## config.mk

```make
export PLATFORM = sky130hd
export DESIGN_NAME = rs_dec_syndrome_calc_par
export DESIGN_NICKNAME = d
export VERILOG_FILES = /design/src/rtl/rs_dec_syndrome_calc_par.sv
export SDC_FILE = /design/constraint.sdc
export NUM_CORES = 1
export LEC_CHECK = 0
export ABC_CLOCK_PERIOD_IN_PS = 8100
export CAP_MARGIN = 20
export CORE_MARGIN = 4
export CORE_UTILIZATION = 59
export CTS_CLUSTER_SIZE = 24
export DETAILED_ROUTE_END_ITERATION = 7
export GPL_TIMING_DRIVEN = 1
export HOLD_SLACK_MARGIN = 0.12
export PLACE_DENSITY = 0.85
export SLEW_MARGIN = 30
export SYNTH_ARGS = -nofsm -noshare
export SYNTH_HDL_FRONTEND = slang
export SYNTH_SLANG_ARGS = --single-unit
```

## constraint.sdc

```tcl
create_clock -name i_clk -period 8.1 [get_ports i_clk]
set_input_delay 2.43 -clock i_clk [delete_from_list [all_inputs] [get_ports i_clk]]
set_output_delay 2.43 -clock i_clk [all_outputs]
set_load 0.02 [all_outputs]
```

## src/rtl/rs_dec_syndrome_calc_par.sv

```systemverilog
// rtl/rs_dec_syndrome_calc_par.sv - parallel GF(256) Reed-Solomon syndrome calculator
//
// Ports:
//   i_clk, i_res        clock; asynchronous active-high reset
//   i_frame_sync        pulse marking the start of a codeword
//   i_data/i_data_valid received symbol stream, highest-degree coefficient first
//   o_syn               N_PAR syndromes, S_j on bits [8j+7:8j]
//   o_valid             one-cycle pulse when o_syn holds a newly completed codeword
//   o_err               OR of all syndrome bits, updated with o_syn
//   o_frame_err         one-cycle pulse when a sync truncates a partial codeword
//   o_cnt               symbols accepted in the current codeword
module rs_dec_syndrome_calc_par #(
    parameter int N_SYM = 32,
    parameter int N_PAR = 4,
    parameter int FCR   = 0
) (
    input  logic                       i_clk,
    input  logic                       i_res,
    input  logic                       i_frame_sync,
    input  logic [7:0]                 i_data,
    input  logic                       i_data_valid,
    output logic [8*N_PAR-1:0]         o_syn,
    output logic                       o_valid,
    output logic                       o_err,
    output logic                       o_frame_err,
    output logic [$clog2(N_SYM)-1:0]   o_cnt
);

    localparam int CW = $clog2(N_SYM);
    localparam logic [CW-1:0] CNT_LAST = CW'(N_SYM - 1);

    // GF(256) multiply modulo x^8+x^4+x^3+x^2+1 (0x11D). With one operand a
    // constant this folds to a small XOR network.
    function automatic logic [7:0] gf_mul(input logic [7:0] a, input logic [7:0] b);
        logic [7:0] p;
        logic [7:0] x;
        p = 8'h00;
        x = a;
        for (int i = 0; i < 8; i++) begin
            if (b[i]) p = p ^ x;
            x = {x[6:0], 1'b0} ^ (x[7] ? 8'h1D : 8'h00);
        end
        return p;
    endfunction

    // alpha^e, evaluated only at elaboration to build the root constants.
    function automatic logic [7:0] alpha_pow(input int e);
        logic [7:0] r;
        r = 8'h01;
        for (int i = 0; i < (e % 255); i++) r = gf_mul(r, 8'h02);
        return r;
    endfunction

    logic [8*N_PAR-1:0] acc;
    logic [8*N_PAR-1:0] horner;
    logic [CW-1:0]      cnt;

    for (genvar j = 0; j < N_PAR; j++) begin : g_root
        localparam logic [7:0] ROOT = alpha_pow(FCR + j);
        assign horner[8*j +: 8] = gf_mul(acc[8*j +: 8], ROOT) ^ i_data;
    end

    always_ff @(posedge i_clk or posedge i_res) begin
        if (i_res) begin
            acc         <= '0;
            cnt         <= '0;
            o_syn       <= '0;
            o_err       <= 1'b0;
            o_valid     <= 1'b0;
            o_frame_err <= 1'b0;
        end else begin
            o_valid     <= 1'b0;
            o_frame_err <= 1'b0;
            if (i_frame_sync) begin
                // Sync takes priority, even over a last-symbol strobe: the
                // pending codeword is dropped and the coincident symbol (if
                // any) becomes symbol 0 of the new one.
                o_frame_err <= (cnt != '0);
                if (i_data_valid) begin
                    acc <= {N_PAR{i_data}};
                    cnt <= CW'(1);
                end else begin
                    acc <= '0;
                    cnt <= '0;
                end
            end else if (i_data_valid) begin
                if (cnt == CNT_LAST) begin
                    o_syn   <= horner;
                    o_err   <= |horner;
                    o_valid <= 1'b1;
                    acc     <= '0;
                    cnt     <= '0;
                end else begin
                    acc <= horner;
                    cnt <= cnt + CW'(1);
                end
            end
        end
    end

    assign o_cnt = cnt;

endmodule

```

==> load_flow_metrics.sql <==
INSERT INTO impl_metrics (metric_group, metric, value, unit) VALUES
('pwr', 'power.static_leakage', '2.01', 'nW'),
('global_routing', 'via_count_of_the_first_global_routing_pass', '3157', ''),
('hold_path', 'worst_min_delay_path_category', 'reg -> reg', ''),
('clocking', 'cts_max_path_buffers', '2', ''),
('yosys', 'ys_warn_count', '0', ''),
('global_routing', 'antenna_found_initial', '0', ''),
('yosys', 'synth-seq-cells', '72', ''),
('pwr', 'powerDensity', '203', 'nW/um2'),
('sta', 'setup_total_negative_slack', '0', 'ns'),
('worst_setup_path', 'crit_path_start_kind', 'input pin', ''),
('floorplan', 'floorplan.io_pins', '52', ''),
('sta', 'post-route-period-util', '0.529', ''),
('yosys', 'post_synth_main_area_contributors', 'dfrtp_1 (46%), xnor2_1 (7.9%), o21ai_0 (7.4%)', ''),
('sta', 'worst-slew-pin-transition', '0.693', 'ns'),
('worst_setup_path', 'setup.worst_path.class', 'in -> reg', ''),
('clocking', 'cts_made_buffers', '9', ''),
('global_routing', 'largest_net_degree_at_the_start_of_global_routing', '73', ''),
('sta', 'unrepaired_setup_endpoints_after_global_routing', 'no', ''),
('floorplan', 'dieWidth', '89.1', 'um'),
('worst_setup_path', 'path_max_fanout', '12', ''),
('yosys', 'synth_top_flop_cell', 'dfrtp_1', ''),
('worst_setup_path', 'critical_path.reg2reg.startpoint', 'o_cnt[0]', ''),
('global_routing', 'grt_pass1_wl', '15800', 'um'),
('worst_setup_path', 'crit_path_end_kind', 'flop', ''),
('placed_design', 'postPlaceCellArea', '4350', 'um2'),
('clocking', 'clkLatencyLatePin', '0.36', 'ns'),
('clocking', 'tritoncts', 'built', ''),
('sta', 'timing.fmax', '233', 'MHz'),
('status', 'run_status', 'finished clean', ''),
('worst_setup_path', 'critical_path.reg2reg.endpoint', 'o_err', ''),
('pwr', 'final_total_pwr', '934', 'uW'),
('worst_setup_path', 'arrival', '4.52', 'ns'),
('placed_design', 'io_buffer_count', '51', ''),
('floorplan', 'initial_utilization', '0.608', ''),
('clocking', 'cts.sinks', '72', ''),
('yosys', 'synth_enable_flop_cells', '0', ''),
('worst_setup_path', 'rrSetupSlack', '5.52', 'ns'),
('routing', 'wire_per_inst', '17.8', 'um'),
('global_routing', 'global_route_total_overflow', '0', ''),
('routing', 'drt_pass1_iterations', '5', ''),
('yosys', 'yosysSeqAreaShare', '0.464', ''),
('worst_setup_path', 'r2r_worst_path_depth', '9', ''),
('placed_design', 'globalplace.congestion', '0.844', ''),
('sta', 'hold_viol_final', '0', ''),
('clocking', 'htreeDepth', '3', ''),
('yosys', 'yosysMostFrequentCell', 'dfrtp_1', ''),
('placed_design', 'place_hpwl', '6340', 'um'),
('sta', 'final-max-slew-violation-count', '0', ''),
('final_layout', 'syn_to_final_growth', '18.6', '%'),
('routing', 'drt-total-wl', '9560', 'um'),
('floorplan', 'floorplan.die.height', '89.1', 'um'),
('routing', 'average_vias_per_placed_instance', '6.07', ''),
('floorplan', 'placementRows', '29', ''),
('final_layout', 'final_nets', '471', ''),
('yosys', 'postSynthCellCount', '426', ''),
('sta', 'setup_viol', '0', ''),
('yosys', 'synthesis.area', '3880', 'um2'),
('floorplan', 'dieArea', '7940', 'um2'),
('yosys', 'ys_types', '45', ''),
('clocking', 'postCtsSetupRepairBufs', '0', ''),
('routing', 'drcViolationCount', '0', ''),
('clocking', 'post_cts_hold_buffer_count', '0', ''),
('final_layout', 'finalInstanceArea', '4600', 'um2'),
('floorplan', 'floorplan.core_area', '6390', 'um2'),
('clocking', 'root_buf_cell', 'clkbuf_8', ''),
('yosys', 'post-synth-top-area-fraction', '0.464', ''),
('sta', 'relSlewSlack', '0.538', ''),
('yosys', 'synth.cells.most_frequent', 'dfrtp_1 (72), nand2_1 (65), o21ai_0 (57)', ''),
('clocking', 'cts_repair_resize_count', '0', ''),
('yosys', 'syn_avg_cell_area', '9.11', 'um2'),
('worst_setup_path', 'setup.worst_path.start', 'i_data[1]', '');
-- report_power, final --
part / internal (mW) / leakage (nW) / switching, mW
Combinational: 0.0726 / 0.930 / 0.0946
Sequential: 0.379 / 0.961 / 0.0359
Clock: 0.213 / 0.124 / 0.138
-- per-stage QoR --
| stage | worst slack [ns] | hold WS [ns] | utilization | std cells |
|---|---|---|---|---|
| final | 3.82 | 0.473 | 0.721 | 538 |
| after global routing | 3.65 | 0.514 | 0.721 | 538 |
| after CTS | 3.83 | 0.480 | 0.720 | 538 |
| after detailed placement | 3.49 | 0.463 | 0.681 | 522 |
| after global placement | 3.56 | 0.457 | 0.681 | 522 |
| after floorplan | 3.85 | 0.469 | - | 426 |
-- state kept, by name, indices dropped and copies added, names as in the netlist --
signal       count
acc             32
o_syn           32
o_cnt            5
o_err            1
o_frame_err      1
o_valid          1
-- area by class of cell --
type,instances,area (um2)
multi-input cells,311,1890
flip-flops and latches,72,1800
fillers,470,1780
repair buffers,56,552
clock buffers,11,141
clock inverters,5,104
well taps,77,96.3
inverters,6,22.5
-- how the worst min path moves through the flow --
stage / start / endpoint / slack (ns) / depth (start not counted)
2_1_floorplan: acc[24] / acc[24] / 0.47 / 2
3_3_place_gp: o_syn[26] / o_syn[26] / 0.46 / 2
3_5_place_dp: o_syn[19] / o_syn[19] / 0.46 / 2
4_1_cts: o_syn[19] / o_syn[19] / 0.48 / 2
5_1_grt: o_syn[29] / o_syn[29] / 0.51 / 2
6_report: o_syn[19] / o_syn[19] / 0.47 / 2
-- metal layers --
layer  track usage  part of all wire  wire [um]  up-vias
met1         0.352              0.42       4040     1578
li1              -                 -          -     1525
met2         0.413              0.48       4570      138
met4         0.106             0.030        283        0
met5             0                 0          0        -
met3        0.0590             0.071        676       26
-- cell usage in the layout, fill, tap and decap left out, types with 2 or more instances in the layout --
master           count
nand3b_1             8
a31oi_1              2
bufinv_16            3
clkbuf_8            10
nand2_1             65
xnor2_1             35
nor2b_1              2
clkdlybuf4s50_1     51
o21ai_1              2
inv_1                5
o31ai_1              2
a21oi_1              6
and2_1               4
mux2i_1              7
ha_1                 3
nand2b_1             3
nor2_1              34
o21bai_1            12
nor4_1               2
a22o_1               2
and4_2               2
dfrtp_1             72
a22oi_1             17
buf_4                4
xor2_1              13
nand4_1              4
o21ai_0             57
o211ai_1             8
nand3_1              6
-- critical path, stage by stage --
cell	delay (ns)
clkdlybuf4s50_1	0.82
xor2_1	0.20
a211o_1	0.35
a2111oi_2	0.39
nor4b_2	0.25
a21oi_1	0.09
-- kinds of logic after synthesis --
family,Yosys count,synth area share
xor gates and xnor gates,48,0.108
buffers and inverters,43,0.0506
adders and majority gates,3,0.00967
and+or+nand+nor,139,0.167
AOI/OAI and AO/OA,114,0.182
DFF,72,0.464
muxes,7,0.0181
(Power assumes the default switching activity.)
